File: config.mk
export PLATFORM = sky130hd
export DESIGN_NAME = ex_mem_stage
export DESIGN_NICKNAME = d
export VERILOG_FILES = /design/src/rtl/pipe_pkg.sv /design/src/rtl/skid_buffer.sv /design/src/rtl/ex_mem_stage.sv
export SDC_FILE = /design/constraint.sdc
export NUM_CORES = 1
export LEC_CHECK = 0
export ABC_AREA = 1
export BUFFER_PORTS_ARGS = -buffer_cell sky130_fd_sc_hd__buf_2
export CAP_MARGIN = 0
export CORE_MARGIN = 5
export CORE_UTILIZATION = 40
export DETAILED_ROUTE_END_ITERATION = 6
export PLACE_DENSITY = 0.62
export SLEW_MARGIN = 25
export SYNTH_ARGS = -nofsm -noshare
export SYNTH_HDL_FRONTEND = slang
export SYNTH_SLANG_ARGS = --single-unit
export TNS_END_PERCENT = 1
File: constraint.sdc
create_clock -name clk -period 2 [get_ports clk]
set_input_delay 0.2 -clock clk [delete_from_list [all_inputs] [get_ports clk]]
set_output_delay 0.2 -clock clk [all_outputs]
set_load 0.1 [all_outputs]
File: src/rtl/pipe_pkg.sv
// rtl/pipe_pkg.sv - shared types and constants for the EX/MEM pipeline stage
package pipe_pkg;

  // Bit positions inside the control bundle {memToReg, regWrite, memWrite, memRead}
  localparam int CTRL_MEMTOREG = 3;
  localparam int CTRL_REGWRITE = 2;
  localparam int CTRL_MEMWRITE = 1;
  localparam int CTRL_MEMREAD  = 0;

  // Default field widths of the stage
  localparam int DEF_DATA_WIDTH     = 32;
  localparam int DEF_REG_ADDR_WIDTH = 5;
  localparam int DEF_CTRL_WIDTH     = 4;

  // Encoding equals the number of held entries
  typedef enum logic [1:0] {
    EMPTY = 2'd0,
    ONE   = 2'd1,
    TWO   = 2'd2
  } skid_state_t;

  // Payload layout at default widths; the stage packs fields in this order
  typedef struct packed {
    logic [DEF_CTRL_WIDTH-1:0]     ctrl;
    logic [DEF_DATA_WIDTH-1:0]     alu_result;
    logic [DEF_DATA_WIDTH-1:0]     mem_wdata;
    logic [DEF_REG_ADDR_WIDTH-1:0] reg_waddr;
  } ex_mem_payload_t;

  function automatic logic [1:0] occupancy_of(input skid_state_t s);
    return logic'(s == TWO) ? 2'd2 : (s == ONE) ? 2'd1 : 2'd0;
  endfunction

endpackage

File: src/rtl/skid_buffer.sv
// rtl/skid_buffer.sv - generic 2-entry elastic register with registered ready and flush
module skid_buffer
  import pipe_pkg::*;
#(
  parameter int             W          = 8,
  parameter logic [W-1:0]   FLUSH_MASK = '0   // bits cleared in both entries on flush
) (
  input  logic         clk,
  input  logic         reset,
  input  logic         flush_i,
  input  logic         in_valid_i,
  output logic         in_ready_o,
  input  logic [W-1:0] in_data_i,
  output logic         out_valid_o,
  input  logic         out_ready_i,
  output logic [W-1:0] out_data_o,
  output logic [1:0]   occupancy_o
);

  skid_state_t  state_q, state_d;
  logic [W-1:0] main_q, main_d;
  logic [W-1:0] skid_q, skid_d;
  logic         in_ready_q, in_ready_d;
  logic         in_fire, out_fire;

  assign out_valid_o = (state_q != EMPTY);
  assign out_data_o  = main_q;
  assign in_ready_o  = in_ready_q;
  assign occupancy_o = occupancy_of(state_q);

  // Next-state and storage update; flush overrides every handshake event
  always_comb begin
    state_d  = state_q;
    main_d   = main_q;
    skid_d   = skid_q;
    in_fire  = in_valid_i & in_ready_q;
    out_fire = out_valid_o & out_ready_i;
    if (flush_i) begin
      state_d = EMPTY;
      main_d  = main_q & ~FLUSH_MASK;
      skid_d  = skid_q & ~FLUSH_MASK;
    end else begin
      case (state_q)
        EMPTY: begin
          if (in_fire) begin
            main_d  = in_data_i;
            state_d = ONE;
          end
        end
        ONE: begin
          if (in_fire && out_fire) begin
            main_d = in_data_i;
          end else if (in_fire) begin
            skid_d  = in_data_i;
            state_d = TWO;
          end else if (out_fire) begin
            state_d = EMPTY;
          end
        end
        TWO: begin
          if (out_fire) begin
            main_d  = skid_q;
            state_d = ONE;
          end
        end
        default: state_d = EMPTY;
      endcase
    end
    // Ready is precomputed so it never depends combinationally on out_ready_i
    in_ready_d = (state_d != TWO);
  end

  // State, storage and ready registers
  always_ff @(posedge clk) begin
    if (reset) begin
      state_q    <= EMPTY;
      main_q     <= '0;
      skid_q     <= '0;
      in_ready_q <= 1'b1;
    end else begin
      state_q    <= state_d;
      main_q     <= main_d;
      skid_q     <= skid_d;
      in_ready_q <= in_ready_d;
    end
  end

endmodule

File: src/rtl/ex_mem_stage.sv
// rtl/ex_mem_stage.sv - EX/MEM pipeline stage with handshake, skid buffer and flush
module ex_mem_stage
  import pipe_pkg::*;
#(
  parameter int DATA_WIDTH     = DEF_DATA_WIDTH,
  parameter int REG_ADDR_WIDTH = DEF_REG_ADDR_WIDTH,
  parameter int CTRL_WIDTH     = DEF_CTRL_WIDTH
) (
  input  logic                      clk,
  input  logic                      reset,
  input  logic                      flush,
  input  logic                      in_valid,
  output logic                      in_ready,
  input  logic [CTRL_WIDTH-1:0]     ctrl_in,
  input  logic [DATA_WIDTH-1:0]     alu_result_in,
  input  logic [DATA_WIDTH-1:0]     mem_wdata_in,
  input  logic [REG_ADDR_WIDTH-1:0] reg_waddr_in,
  output logic                      out_valid,
  input  logic                      out_ready,
  output logic [CTRL_WIDTH-1:0]     ctrl_out,
  output logic [DATA_WIDTH-1:0]     alu_result_out,
  output logic [DATA_WIDTH-1:0]     mem_wdata_out,
  output logic [REG_ADDR_WIDTH-1:0] reg_waddr_out,
  output logic [1:0]                occupancy
);

  localparam int PW = CTRL_WIDTH + 2 * DATA_WIDTH + REG_ADDR_WIDTH;
  // Only the control bundle is squashed on flush; data fields may keep stale values
  localparam logic [PW-1:0] CTRL_MASK = {{CTRL_WIDTH{1'b1}}, {(PW - CTRL_WIDTH){1'b0}}};

  logic [PW-1:0]         pay_in, pay_out;
  logic [CTRL_WIDTH-1:0] ctrl_held;

  assign pay_in = {ctrl_in, alu_result_in, mem_wdata_in, reg_waddr_in};

  skid_buffer #(
    .W          (PW),
    .FLUSH_MASK (CTRL_MASK)
  ) u_skid (
    .clk         (clk),
    .reset       (reset),
    .flush_i     (flush),
    .in_valid_i  (in_valid),
    .in_ready_o  (in_ready),
    .in_data_i   (pay_in),
    .out_valid_o (out_valid),
    .out_ready_i (out_ready),
    .out_data_o  (pay_out),
    .occupancy_o (occupancy)
  );

  assign {ctrl_held, alu_result_out, mem_wdata_out, reg_waddr_out} = pay_out;

  // An empty stage must never assert regWrite/memWrite downstream
  always_comb begin
    ctrl_out = '0;
    if (out_valid) ctrl_out = ctrl_held;
  end

endmodule

Word-level counts from Yosys, hierarchy flattened
Index checks and enable logic that the tools add are counted.
{"block": "op_classes", "add_sub_neg": 0, "mul": 0, "div_mod_pow": 0, "magnitude_cmp": 0, "eq_ne": 6, "shifts": 0, "mux": 14, "n_bitwise": 4, "reduce_logical": 9}
{"operator": "$mux 73", "n": 3}
{"operator": "$pmux 73 s3", "n": 1}
{"operator": "$mux 2", "n": 7}
{"operator": "$reduce_and 4->1", "n": 2}
{"operator": "$pmux 2 s3", "n": 1}
{"operator": "$reduce_and 5->1", "n": 1}
{"operator": "$mux 4", "n": 1}
{"operator": "$ne 2x1->1 const B", "n": 2}
{"operator": "$ne 2x2->1 const B", "n": 2}
{"operator": "$reduce_and 3->1", "n": 1}
{"operator": "$reduce_bool 3->1", "n": 1}
{"operator": "$and 1x1->1", "n": 2}
{"operator": "$eq 2x1->1 const B", "n": 1}
{"operator": "$eq 2x2->1 const B", "n": 1}
{"operator": "$logic_not 2->1", "n": 1}
{"operator": "$not 1->1", "n": 2}
{"operator": "$reduce_bool 2->1", "n": 1}
{"operator": "$reduce_or 2->1", "n": 1}
{"operator": "$logic_and 1x1->1", "n": 1}
{"operator": "$mux 1", "n": 1}
{"block": "totals", "register_bits": 149, "latch_bits": 0, "ram_bits": 0, "rom_bits": 0, "mem_count": 0}

Longest topological paths before layout
Gate-level depths: netlist (run 1).
{"block": "depth", "depth_word": 8, "mapped_depth": 9, "mapped_depth_nobuf": 7}

Cells and area by module
Synthesis (run 1) repeated with hierarchy kept, for this count alone.
{"block": "unflattened", "cells_unflattened": 1114, "area_unflattened_um2": 6824.0}
{"mod": "skid_buffer", "n_inst": 1, "cells_per_inst": 1106, "area_per_inst_um2": 6794.0, "seq_area_each_um2": 2982.9}
{"mod": "ex_mem_stage", "n_inst": 1, "cells_per_inst": 8, "area_per_inst_um2": 30.0, "seq_area_each_um2": 0.0}

Worst setup path before layout (run 1)
No wires, ideal clock.
{"block": "synth_path", "kind": "reg2reg", "startpoint": "register u_skid.in_ready_q, in the netlist u_skid.in_ready_o", "endpoint": "register u_skid.skid_q[0]", "t_arrival_ps": 1887, "slack_ps": 0, "path_stages_with_launch": 8, "period_less_slack_ps": 2000, "path_cell_list": "dfxtp_1 -> nand2_1 -> nor2_2 -> nand3_2 -> buf_4 -> buf_2 -> nor2_1 -> nor2_1"}
{"block": "synth_between", "elab_chain_len": 4}
{"element": "start: declaration", "line": "skid_buffer.sv:23", "text": "logic in_ready_q, in_ready_d;"}
{"element": "start signal: assignment", "line": "skid_buffer.sv:84", "text": "in_ready_q <= in_ready_d;"}
{"element": "$and 1x1->1 (*)", "line": "skid_buffer.sv:36", "text": "in_fire = in_valid_i & in_ready_q;"}
{"element": "$logic_and 1x1->1", "line": "skid_buffer.sv:51", "text": "if (in_fire && out_fire) begin"}
{"element": "$not 1->1 (no line)"}
{"element": "$reduce_and 4->1 (no line) (*)"}
{"element": "end signal: assignment", "line": "skid_buffer.sv:83", "text": "skid_q <= skid_d;"}
{"element": "end: declaration", "line": "skid_buffer.sv:22", "text": "logic [W-1:0] skid_q, skid_d;"}
Every way passes the cells marked *; elsewhere a longest branch is shown, timed or not.
A chain may end at the register's enable or synchronous reset.

Worst setup path after layout (run 1)
{"block": "layout_path", "startpoint": "register u_skid.state_q[0]", "endpoint": "output port occupancy[1]"}
{"block": "layout_between", "elab_chain_len": 2}
{"element": "start: declaration", "line": "skid_buffer.sv:20", "text": "skid_state_t state_q, state_d;"}
{"element": "start signal: assignment", "line": "skid_buffer.sv:81", "text": "state_q <= state_d;"}
{"element": "$eq 2x2->1", "line": "pipe_pkg.sv:31", "text": "return logic'(s == TWO) ? 2'd2 : (s == ONE) ? 2'd1 : 2'd0;"}
{"element": "$mux 2", "line": "pipe_pkg.sv:31"}
{"element": "end: declaration", "line": "ex_mem_stage.sv:24", "text": "output logic [1:0] occupancy"}
No other way between the ends.

==> run_summary.xml, run 1 <==
<?xml version="1.0" encoding="UTF-8"?>
<metrics>
  <group name="final_layout">
    <metric name="final_net_count" unit="">1309</metric>
    <metric name="layout.core_utilization" unit="%">46.5</metric>
    <metric name="syn_to_final_growth" unit="%">14.1</metric>
    <metric name="insertedDiodeCount" unit="">0</metric>
    <metric name="drive_gt1_share" unit="%">15.9</metric>
    <metric name="layout.cells.non_filler" unit="">1473</metric>
    <metric name="finish.instance_area" unit="sq um">8350</metric>
  </group>
  <group name="flow_run">
    <metric name="max_cap_viol_count" unit="">0</metric>
  </group>
  <group name="placement">
    <metric name="placed_cells_incl_taps" unit="">1440</metric>
    <metric name="port-buffer-count" unit="">154</metric>
    <metric name="place_worst_setup_slack" unit="ns">0.584</metric>
    <metric name="gp_congestion" unit="">0.778</metric>
    <metric name="dp.final_hpwl" unit="microns">9810</metric>
    <metric name="dpl-instance-area" unit="sq um">7740</metric>
  </group>
  <group name="clocking">
    <metric name="htreeDepth" unit="">4</metric>
    <metric name="cts-buffers-inserted" unit="">17</metric>
    <metric name="cts.clk_slew.worst_paths" unit="ns">0.06</metric>
    <metric name="tritoncts" unit="">done</metric>
    <metric name="clock_sink_count" unit="">149</metric>
    <metric name="worstSkewPairLatency" unit="ns">0.42</metric>
    <metric name="clockRootBuffer" unit="">clkbuf_16</metric>
    <metric name="cts-resized-gates" unit="">0</metric>
    <metric name="ctsLongestPathBuffers" unit="">2</metric>
    <metric name="postCtsSetupBuffers" unit="">0</metric>
    <metric name="post_cts_hold_buffer_count" unit="">1</metric>
  </group>
  <group name="routing">
    <metric name="post_drt_wl_per_cell" unit="microns">10.4</metric>
    <metric name="via_per_inst" unit="">4.20</metric>
    <metric name="vias" unit="">6191</metric>
    <metric name="detail_route.wirelength" unit="microns">15400</metric>
    <metric name="dr.first_iter.drc_count" unit="">264</metric>
    <metric name="drc_violations_left" unit="">0</metric>
    <metric name="ant_nets" unit="">0</metric>
    <metric name="drtPass1Iterations" unit="">4</metric>
  </group>
  <group name="pwr">
    <metric name="leakagePower" unit="nW">4.79</metric>
    <metric name="power.share.sequential" unit="%">40.3</metric>
    <metric name="clkPwrFrac" unit="%">41.7</metric>
    <metric name="vdd_drop_max" unit="uV">583</metric>
    <metric name="totalPowerFinal" unit="mW">7.82</metric>
    <metric name="pwr-share-comb" unit="%">18.1</metric>
    <metric name="power.internal" unit="mW">5.41</metric>
    <metric name="powerDensity" unit="nW/um^2">936</metric>
    <metric name="power.switching" unit="mW">2.41</metric>
    <metric name="power.share.switching" unit="%">30.8</metric>
  </group>
  <group name="critical_path">
    <metric name="cp_top_family" unit="">buffers and inverters</metric>
    <metric name="reg2reg_slack" unit="ns">0.56</metric>
    <metric name="worstSetupEndpointType" unit="">output port</metric>
    <metric name="crit_path_cell_trace" unit="">inv_1, nand2_4, buf_12, inv_1, buf_12</metric>
    <metric name="count_of_buffer_and_inverter_cells_on_the_critical_path" unit="">4</metric>
    <metric name="crit_path_top_delay_cell" unit="">dfxtp_1</metric>
    <metric name="setup.worst_path.class" unit="">reg2out</metric>
    <metric name="worst-endpoint-required" unit="ns">1.80</metric>
    <metric name="cp_data_arrival_time" unit="ns">1.62</metric>
    <metric name="max_stage_delay" unit="ns">0.40</metric>
    <metric name="critical_path.startpoint_type" unit="">register</metric>
    <metric name="rr_endpoint" unit="">u_skid.out_data_o[24]</metric>
    <metric name="stages_on_worst_setup_path" unit="">5</metric>
    <metric name="worst-path-max-fanout" unit="">79</metric>
    <metric name="ff2ff_path_depth" unit="">6</metric>
    <metric name="critical_path.reg2reg.startpoint" unit="">u_skid.state_q[1]</metric>
  </group>
  <group name="sta">
    <metric name="slew_violations" unit="">0</metric>
    <metric name="skew" unit="ns">0.00599</metric>
    <metric name="slew_headroom" unit="%">64.8</metric>
    <metric name="final_min_period_over_clock_period" unit="%">91.1</metric>
    <metric name="timing_worst_slew_pin_value" unit="ns">0.526</metric>
    <metric name="setup_viol" unit="">0</metric>
    <metric name="fmaxAchievable" unit="MHz">549</metric>
    <metric name="fin_setup_tns" unit="ns">0</metric>
    <metric name="layout_setup_ws" unit="ns">0.178</metric>
    <metric name="final-hold-violation-count" unit="">0</metric>
    <metric name="period_needed" unit="ns">1.82</metric>
    <metric name="rsz_0062_raised_after_global_routing" unit="">no</metric>
    <metric name="fin_hold_ws" unit="ns">0.0180</metric>
  </group>
  <group name="logic_synthesis">
    <metric name="ys_seq_elements" unit="">149</metric>
    <metric name="netlist_area" unit="sq um">7320</metric>
    <metric name="mappedNetlistNets" unit="">1256</metric>
    <metric name="postSynthCellCount" unit="">1178</metric>
    <metric name="syn_avg_cell_area" unit="sq um">6.21</metric>
    <metric name="yosysUniqueCellTypes" unit="">16</metric>
    <metric name="synth-seq-area-share" unit="%">40.8</metric>
    <metric name="ys.warnings.count" unit="">0</metric>
  </group>
  <group name="global_routing">
    <metric name="gr-usage-met3" unit="%">5.43</metric>
    <metric name="antenna_found_initial" unit="">2</metric>
    <metric name="grt_overflow" unit="">0</metric>
    <metric name="global_route.usage.total" unit="%">14.9</metric>
    <metric name="grt_start_max_net_pins" unit="">80</metric>
    <metric name="grtUsageMet2" unit="%">23.3</metric>
    <metric name="global_route_wire_length_before_repair" unit="microns">26600</metric>
    <metric name="most_crowded_layer_after_global_routing" unit="">met2</metric>
    <metric name="grt_util_met1" unit="%">18.9</metric>
    <metric name="grt_pass1_vias" unit="">5660</metric>
  </group>
  <group name="hold_path">
    <metric name="holdCritStartpoint" unit="">mem_wdata_in[9]</metric>
    <metric name="whs_path_depth" unit="">3</metric>
    <metric name="min_delay_worst_endpoint" unit="">u_skid.skid_q[14]</metric>
    <metric name="classification_of_the_worst_slack_hold_path" unit="">in2reg</metric>
  </group>
  <group name="floorplanning">
    <metric name="die_h" unit="microns">145</metric>
    <metric name="io-pin-count" unit="">155</metric>
    <metric name="die_x" unit="microns">145</metric>
    <metric name="fp-row-count" unit="">49</metric>
    <metric name="start_util" unit="%">40.7</metric>
    <metric name="fp.dieArea" unit="sq um">21100</metric>
    <metric name="fp.coreArea" unit="sq um">18000</metric>
  </group>
  <group name="outcome">
    <metric name="run_status" unit="">complete, no violations</metric>
  </group>
</metrics>
==> metal layers <==
metal / up-vias / share of wire [%]
li1: 3467 / -
met1: 2596 / 48
met2: 102 / 44
met3: 22 / 6.1
met4: 4 / 1.7
met5: - / 0.14
==> synthesized netlist by cell type (all sizes together) <==
cell | instances | share of area (%)
a21oi | 5 | 0.34
buf | 111 | 10
clkbuf | 19 | 0.97
dfxtp | 149 | 41
inv | 157 | 8.1
nand2 | 362 | 19
nand3 | 2 | 0.21
nand4 | 2 | 0.17
nor2 | 291 | 15
o21ai | 80 | 5.5
==> registers in the layout (all words and copies together) (netlist names) <==
register / flops
u_skid.in_ready_o: 1
u_skid.skid_q: 73
u_skid.state_q: 2
u_skid.out_data_o: 73
==> worst max path at each step <==
stage,startpoint,to,slack [ns]
2_1_floorplan,u_skid.in_ready_o,u_skid.skid_q[0],0.0002
3_3_place_gp,u_skid.state_q[1],u_skid.out_data_o[32],0.60
3_5_place_dp,u_skid.state_q[1],u_skid.out_data_o[5],0.58
4_1_cts,u_skid.state_q[0],occupancy[1],0.15
5_1_grt,u_skid.state_q[0],occupancy[1],0.03
6_report,u_skid.state_q[0],occupancy[1],0.18
==> area by class of cell <==
class / count / area (sq um)
flip-flops and latches: 149 / 2980
inverters: 157 / 592
multi-input cells: 742 / 2920
clock buffers: 25 / 515
clock inverters: 7 / 91.3
fillers: 1910 / 9610
well taps: 229 / 287
repair buffers: 164 / 963
==> worst min-delay path, delay by kind of cell <==
kind          cells  cell delay [ns]
buf+inv           1             0.08
simple gates      2             0.12
==> kinds of logic (layout without fill, tap and decap cells) <==
logic type,count (synthesis),in the layout,share of synthesized area (%)
flops,149,149,40.8
simple gates,657,657,33.9
buf+inv,287,353,19.5
compound gates,85,85,5.81
==> placed cells by master, fill, tap and decap left out, types with 3 or more instances in the layout <==
cell type	count
nor2_1	290
clkinv_2	3
clkbuf_16	17
buf_2	153
nand2_1	361
a21oi_1	5
clkbuf_8	6
dfxtp_1	149
buf_12	9
inv_1	155
o21ai_0	79
==> power groups by stage <==
stage / logic (mW) / clock network [mW] / registers, mW
after floorplan: 1.28 / 0 / 3.20
after global placement: 1.42 / 0 / 3.21
after detailed placement: 1.42 / 0 / 3.21
after CTS: 1.43 / 3.36 / 3.15
after global routing: 1.53 / 3.49 / 3.16
final: 1.41 / 3.26 / 3.15
No activity file was read; power rests on OpenSTA's default activity.
==> run 2: changes to the inputs <==
- CORE_ASPECT_RATIO: not set -> 1.5
- PLACE_DENSITY: 0.62 -> not set
- SETUP_SLACK_MARGIN: not set -> 0.5
==> run_summary.xml, run 2 (synthesis gave the netlist of run 1 again) <==
<?xml version="1.0" encoding="UTF-8"?>
<metrics>
  <group name="final_layout">
    <metric name="multi_input_comb_area" unit="sq um">2950</metric>
    <metric name="final_net_count" unit="">1323</metric>
    <metric name="mostFrequentLayoutCell" unit="">nand2_1</metric>
    <metric name="final-seq-area" unit="sq um">2990</metric>
    <metric name="drive_gt1_share" unit="%">17.1</metric>
    <metric name="final.fill_count" unit="">1904</metric>
    <metric name="syn_to_final_growth" unit="%">16.5</metric>
    <metric name="most-common-layout-cells" unit="">nand2_1 (361), nor2_1 (289), inv_1 (153)</metric>
  </group>
  <group name="clocking">
    <metric name="clockRootBuffer" unit="">clkbuf_16</metric>
    <metric name="worstSkewPairLatency" unit="ns">0.41</metric>
    <metric name="clock_sink_count" unit="">149</metric>
    <metric name="ctsLongestPathBuffers" unit="">2</metric>
    <metric name="cts-buffers-inserted" unit="">17</metric>
    <metric name="cts.clk_slew.worst_paths" unit="ns">0.06</metric>
    <metric name="tritoncts" unit="">done</metric>
    <metric name="htreeDepth" unit="">4</metric>
  </group>
  <group name="global_routing">
    <metric name="grt_overflow" unit="">0</metric>
    <metric name="antenna_found_initial" unit="">2</metric>
    <metric name="grt_start_max_net_pins" unit="">80</metric>
    <metric name="global_route.usage.total" unit="%">15.4</metric>
    <metric name="grt_pass1_vias" unit="">5648</metric>
    <metric name="global_route_wire_length_before_repair" unit="microns">26500</metric>
  </group>
  <group name="floorplanning">
    <metric name="fp-row-count" unit="">60</metric>
    <metric name="die_h" unit="microns">176</metric>
    <metric name="io-pin-count" unit="">155</metric>
    <metric name="fp.coreArea" unit="sq um">17900</metric>
    <metric name="start_util" unit="%">40.8</metric>
    <metric name="die_x" unit="microns">120</metric>
    <metric name="fp.dieArea" unit="sq um">21200</metric>
  </group>
  <group name="pwr">
    <metric name="clkPwrFrac" unit="%">40.8</metric>
    <metric name="vdd_drop_max" unit="uV">565</metric>
    <metric name="power.internal" unit="mW">5.24</metric>
    <metric name="powerDensity" unit="nW/um^2">910</metric>
    <metric name="power.share.sequential" unit="%">40.5</metric>
    <metric name="pwr-share-comb" unit="%">18.6</metric>
    <metric name="power.switching" unit="mW">2.52</metric>
    <metric name="power.share.switching" unit="%">32.4</metric>
    <metric name="leakagePower" unit="nW">4.84</metric>
  </group>
  <group name="critical_path">
    <metric name="setup.worst_path.class" unit="">reg2out</metric>
    <metric name="ff2ff_path_depth" unit="">7</metric>
    <metric name="reg2reg_slack" unit="ns">0.58</metric>
    <metric name="rr_endpoint" unit="">u_skid.out_data_o[66]</metric>
    <metric name="critical_path.reg2reg.startpoint" unit="">u_skid.state_q[1]</metric>
    <metric name="critical_path.startpoint_type" unit="">register</metric>
    <metric name="worst-endpoint-required" unit="ns">1.80</metric>
    <metric name="worst-path-max-fanout" unit="">6</metric>
    <metric name="worstSetupEndpointType" unit="">output port</metric>
    <metric name="cp_data_arrival_time" unit="ns">1.25</metric>
  </group>
  <group name="routing">
    <metric name="post_drt_wl_per_cell" unit="microns">11.0</metric>
    <metric name="detail_route.wirelength" unit="microns">16300</metric>
    <metric name="drc_violations_left" unit="">0</metric>
    <metric name="drtPass1Iterations" unit="">5</metric>
    <metric name="via_per_inst" unit="">4.30</metric>
    <metric name="dr.first_iter.drc_count" unit="">374</metric>
    <metric name="ant_nets" unit="">0</metric>
    <metric name="vias" unit="">6352</metric>
  </group>
  <group name="placement">
    <metric name="place_worst_setup_slack" unit="ns">0.539</metric>
    <metric name="gp_congestion" unit="">0.768</metric>
    <metric name="dp.final_hpwl" unit="microns">10300</metric>
    <metric name="port-buffer-count" unit="">154</metric>
  </group>
  <group name="sta">
    <metric name="fin_hold_ws" unit="ns">0.0245</metric>
    <metric name="final-hold-violation-count" unit="">0</metric>
    <metric name="timing_worst_slew_pin_value" unit="ns">0.555</metric>
    <metric name="slew_headroom" unit="%">62.8</metric>
    <metric name="layout_setup_ws" unit="ns">0.546</metric>
    <metric name="rsz_0062_raised_after_global_routing" unit="">yes</metric>
    <metric name="skew" unit="ns">0.00699</metric>
    <metric name="setup_viol" unit="">0</metric>
    <metric name="fmaxAchievable" unit="MHz">688</metric>
    <metric name="period_needed" unit="ns">1.45</metric>
    <metric name="slew_violations" unit="">0</metric>
    <metric name="final_min_period_over_clock_period" unit="%">72.7</metric>
    <metric name="fin_setup_tns" unit="ns">0</metric>
  </group>
  <group name="hold_path">
    <metric name="min_delay_worst_endpoint" unit="">u_skid.skid_q[31]</metric>
    <metric name="whs_path_depth" unit="">3</metric>
    <metric name="holdCritStartpoint" unit="">mem_wdata_in[26]</metric>
    <metric name="classification_of_the_worst_slack_hold_path" unit="">in2reg</metric>
  </group>
  <group name="outcome">
    <metric name="run_status" unit="">complete, no violations</metric>
  </group>
  <group name="flow_run">
    <metric name="max_cap_viol_count" unit="">0</metric>
  </group>
</metrics>
run 2: cell types whose count changed in the layout (fill, tap and decap cells not counted), sizes merged, moves of 3 or more:
| cell | delta |
|---|---|
| buf | +8 |
| clkbuf | -6 |
| clkinvlp | +4 |
| dlygate4sd3 | +4 |
| inv | +3 |
run 2: critical path: stages (launching register included):
cell	delay [ns]
dfxtp_4	0.41
nor2_4	0.07
nor2_1	0.12
buf_6	0.24
run 2: worst max path at each step:
stage | start | endpoint | slack [ns] | depth (start not counted)
after CTS | u_skid.state_q[1] | ctrl_out[0] | 0.48 | 3
after detailed placement | u_skid.state_q[0] | u_skid.out_data_o[20] | 0.54 | 7
after floorplan | u_skid.state_q[1] | ctrl_out[0] | 0.07 | 2
after global routing | u_skid.state_q[1] | u_skid.out_data_o[55] | 0.45 | 7
final | u_skid.state_q[1] | ctrl_out[0] | 0.55 | 3
after global placement | u_skid.state_q[1] | u_skid.out_data_o[50] | 0.55 | 6
run 2: power groups by stage:
stage / Clock, mW / Combinational [mW] / Sequential (mW)
2_1_floorplan: 0 / 1.28 / 3.20
3_3_place_gp: 0 / 1.43 / 3.21
3_5_place_dp: 0 / 1.43 / 3.22
4_1_cts: 3.28 / 1.45 / 3.15
5_1_grt: 3.40 / 1.56 / 3.16
6_report: 3.17 / 1.45 / 3.15
run 2: metal layers:
| metal | part of all wire, % | vias up | GRT usage (%) |
|---|---|---|---|
| met2 | 47 | 118 | 25.6 |
| met1 | 46 | 2713 | 18.8 |
| li1 | - | 3501 | - |
| met4 | 1.6 | 2 | 6.05 |
| met3 | 5.4 | 18 | 4.16 |
| met5 | 0.080 | - | 0 |
run 2: cell type report:
class,instances,area share [%]
sequential,149,35.1
tap,217,3.18
clock buffer,18,5.03
timing repair buffer,177,13.4
clock inverter,14,1.78
multi-input combinational,743,34.6
inverter,157,6.97
antenna,1,0.0293
run 2: what timing repair did:
action | 4_1_cts | 5_1_grt
setup buffers | 2 | 2
endpoints found under the setup margin | 7 | 85
resized for setup | 19 | 3
endpoints found under the hold margin | 5 | 0
pin swaps | 1 | 1
gates cloned | 1 | 1
hold buffers | 5 | 0
run 2: through the flow:
step	std cells	total power, mW	utilization (%)	instance area [sq um]
after CTS	1472	7.88	47.3	8490
after global placement	1432	4.64	43.3	7780
after global routing	1476	8.12	47.5	8530
after detailed placement	1432	4.65	43.3	7780
after floorplan	1178	4.48	-	7320
final	1476	7.76	47.5	8530
==> run 3: changes to the inputs <==
- clock period: 2 -> 1.3 ns (I/O delays scaled with it)
==> run_summary.xml, run 3 (synthesis gave the netlist of run 1 again) <==
<?xml version="1.0" encoding="UTF-8"?>
<metrics>
  <group name="clocking">
    <metric name="cts-buffers-inserted" unit="">17</metric>
    <metric name="clock_sink_count" unit="">149</metric>
    <metric name="worstSkewPairLatency" unit="ns">0.41</metric>
    <metric name="htreeDepth" unit="">4</metric>
    <metric name="ctsLongestPathBuffers" unit="">2</metric>
    <metric name="cts.clk_slew.worst_paths" unit="ns">0.06</metric>
    <metric name="tritoncts" unit="">done</metric>
    <metric name="clockRootBuffer" unit="">clkbuf_16</metric>
  </group>
  <group name="routing">
    <metric name="via_per_inst" unit="">4.34</metric>
    <metric name="detail_route.wirelength" unit="microns">18100</metric>
    <metric name="post_drt_wl_per_cell" unit="microns">11.6</metric>
    <metric name="drtPass1Iterations" unit="">6</metric>
    <metric name="vias" unit="">6798</metric>
    <metric name="dr.first_iter.drc_count" unit="">433</metric>
    <metric name="ant_nets" unit="">0</metric>
    <metric name="drc_violations_left" unit="">0</metric>
  </group>
  <group name="critical_path">
    <metric name="count_of_buffer_and_inverter_cells_on_the_critical_path" unit="">3</metric>
    <metric name="worst-endpoint-required" unit="ns">1.17</metric>
    <metric name="reg2reg_slack" unit="ns">-0.20</metric>
    <metric name="worst-path-max-fanout" unit="">5</metric>
    <metric name="critical_path.reg2reg.startpoint" unit="">u_skid.state_q[0]</metric>
    <metric name="crit_path_top_delay_cell" unit="">dfxtp_4</metric>
    <metric name="stages_on_worst_setup_path" unit="">5</metric>
    <metric name="rr_endpoint" unit="">u_skid.out_data_o[23]</metric>
    <metric name="setup.worst_path.class" unit="">reg2out</metric>
    <metric name="critical_path.startpoint_type" unit="">register</metric>
    <metric name="cp_data_arrival_time" unit="ns">1.43</metric>
    <metric name="crit_path_cell_trace" unit="">buf_6, nor2_4, buf_12, nor2_4, buf_12</metric>
    <metric name="worstSetupEndpointType" unit="">output port</metric>
    <metric name="max_stage_delay" unit="ns">0.38</metric>
    <metric name="cp_top_family" unit="">buffers and inverters</metric>
    <metric name="crit_path_end" unit="">ctrl_out[1]</metric>
    <metric name="startpoint" unit="">u_skid.state_q[1]</metric>
    <metric name="ff2ff_path_depth" unit="">9</metric>
  </group>
  <group name="hold_path">
    <metric name="whs_path_depth" unit="">4</metric>
    <metric name="classification_of_the_worst_slack_hold_path" unit="">in2reg</metric>
  </group>
  <group name="sta">
    <metric name="period_needed" unit="ns">1.56</metric>
    <metric name="skew" unit="ns">0.00674</metric>
    <metric name="fmaxAchievable" unit="MHz">640</metric>
    <metric name="timing_worst_slew_pin_value" unit="ns">0.275</metric>
    <metric name="fin_setup_tns" unit="ns">-10.14</metric>
    <metric name="slew_violations" unit="">0</metric>
    <metric name="rsz_0062_raised_after_global_routing" unit="">yes</metric>
    <metric name="layout_setup_ws" unit="ns">-0.262</metric>
    <metric name="final_min_period_over_clock_period" unit="%">120</metric>
    <metric name="setup_viol" unit="">69</metric>
    <metric name="final-hold-violation-count" unit="">0</metric>
    <metric name="slew_headroom" unit="%">81.6</metric>
  </group>
  <group name="global_routing">
    <metric name="global_route.usage.total" unit="%">17.3</metric>
    <metric name="antenna_found_initial" unit="">0</metric>
    <metric name="grt_start_max_net_pins" unit="">47</metric>
    <metric name="grt_pass1_vias" unit="">6570</metric>
    <metric name="global_route_wire_length_before_repair" unit="microns">30100</metric>
    <metric name="grt_overflow" unit="">0</metric>
  </group>
  <group name="final_layout">
    <metric name="mostFrequentLayoutCell" unit="">nand2_1</metric>
    <metric name="final_net_count" unit="">1414</metric>
    <metric name="drive_gt1_share" unit="%">20.4</metric>
    <metric name="most-common-layout-cells" unit="">nand2_1 (349), nor2_1 (270), inv_1 (151)</metric>
    <metric name="insertedDiodeCount" unit="">0</metric>
    <metric name="layout.cells.non_filler" unit="">1566</metric>
    <metric name="syn_to_final_growth" unit="%">47.7</metric>
    <metric name="final.fill_count" unit="">1572</metric>
  </group>
  <group name="floorplanning">
    <metric name="die_h" unit="microns">176</metric>
    <metric name="start_util" unit="%">40.8</metric>
    <metric name="die_x" unit="microns">120</metric>
    <metric name="io-pin-count" unit="">155</metric>
    <metric name="fp.dieArea" unit="sq um">21200</metric>
    <metric name="fp.coreArea" unit="sq um">17900</metric>
    <metric name="fp-row-count" unit="">60</metric>
  </group>
  <group name="placement">
    <metric name="placed_cells_incl_taps" unit="">1456</metric>
    <metric name="gp_congestion" unit="">0.759</metric>
    <metric name="dp.final_hpwl" unit="microns">11200</metric>
    <metric name="place_worst_setup_slack" unit="ns">-0.125</metric>
    <metric name="port-buffer-count" unit="">154</metric>
  </group>
  <group name="pwr">
    <metric name="vdd_drop_max" unit="uV">853</metric>
    <metric name="power.switching" unit="mW">3.95</metric>
    <metric name="leakagePower" unit="nW">5.56</metric>
    <metric name="power.share.switching" unit="%">30.7</metric>
    <metric name="powerDensity" unit="nW/um^2">1190</metric>
    <metric name="pwr-share-comb" unit="%">23.5</metric>
    <metric name="clkPwrFrac" unit="%">38.2</metric>
    <metric name="power.share.sequential" unit="%">38.3</metric>
    <metric name="totalPowerFinal" unit="mW">12.9</metric>
    <metric name="power.internal" unit="mW">8.91</metric>
  </group>
  <group name="outcome">
    <metric name="failed_checks" unit="">setup timing</metric>
    <metric name="run_status" unit="">complete, but fails checks</metric>
  </group>
  <group name="flow_run">
    <metric name="max_cap_viol_count" unit="">0</metric>
  </group>
</metrics>
==> run 3: changes by cell type in the layout (fill, tap and decap cells not counted), moves of 3 or more <==
| cell | delta |
|---|---|
| buf_12 | +84 |
| buf_2 | -70 |
| dlygate4sd3_1 | +68 |
| nor2_1 | -19 |
| nand2_1 | -12 |
| nor2_2 | +11 |
| nand2_2 | +10 |
| buf_4 | +9 |
| nor2_4 | +8 |
| o21ai_0 | -5 |
| o21ai_2 | +5 |
| clkbuf_8 | +3 |
| inv_6 | -3 |
==> run 3: worst reg2reg max path, stage by stage, from the launching register on <==
cell     delay [ns]
dfxtp_4        0.35
buf_6          0.13
o21ai_2        0.12
nand4_1        0.14
buf_6          0.16
buf_12         0.15
buf_12         0.15
nand2_1        0.05
nand2_1        0.06
nor2_1         0.12
==> run 3: worst min path at each step <==
stage | startpoint | end | slack (ns)
after detailed placement | mem_wdata_in[5] | u_skid.skid_q[10] | 0.37
final | in_valid | u_skid.state_q[0] | 0.07
after global placement | mem_wdata_in[1] | u_skid.skid_q[6] | 0.37
after CTS | in_valid | u_skid.state_q[0] | 0.05
after floorplan | mem_wdata_in[22] | u_skid.skid_q[27] | 0.26
after global routing | in_valid | u_skid.state_q[0] | 0.08
==> run 3: stage by stage <==
step | utilization, % | cell area [sq um] | hold slack, ns
5_1_grt | 60.2 | 10800 | 0.0771
2_1_floorplan | - | 7380 | 0.265
4_1_cts | 58.9 | 10600 | 0.0484
6_report | 60.2 | 10800 | 0.0667
3_5_place_dp | 45.6 | 8180 | 0.372
3_3_place_gp | 45.6 | 8180 | 0.369
==> run 3: final cells by class <==
type                    count  area [sq um]  share of cell area (%)
clock inverters            10           123                    1.13
multi-input cells         742          3090                    28.6
repair buffers            269          3250                    30.1
clock buffers              22           474                    4.39
well taps                 217           272                    2.51
inverters                 157           602                    5.57
flip-flops and latches    149          2990                    27.7
==> run 3: repair_timing <==
| action | in CTS | in global routing |
|---|---|---|
| gates resized for setup | 282 | 50 |
| cloned | 1 | 1 |
| endpoints found under the setup margin | 226 | 226 |
| endpoints found under the hold margin | 73 | 0 |
| pin swaps | 12 | 6 |
| hold buffers | 73 | 0 |
| buffers inserted | 2 | 1 |
==> run 3: routing by layer <==
layer	GRT usage (%)	part of all wire, %
met5	0	0
met4	7.28	3.4
met3	4.03	3.8
met2	30.2	50
met1	20.2	43
==> run 3: power groups by stage <==
stage | registers, mW | clock network (mW) | logic (mW)
after floorplan | 4.92 | 0 | 1.98
after global placement | 4.94 | 0 | 2.31
after detailed placement | 4.94 | 0 | 2.32
after CTS | 4.91 | 5.06 | 2.92
after global routing | 4.95 | 5.27 | 3.22
final | 4.93 | 4.91 | 3.02
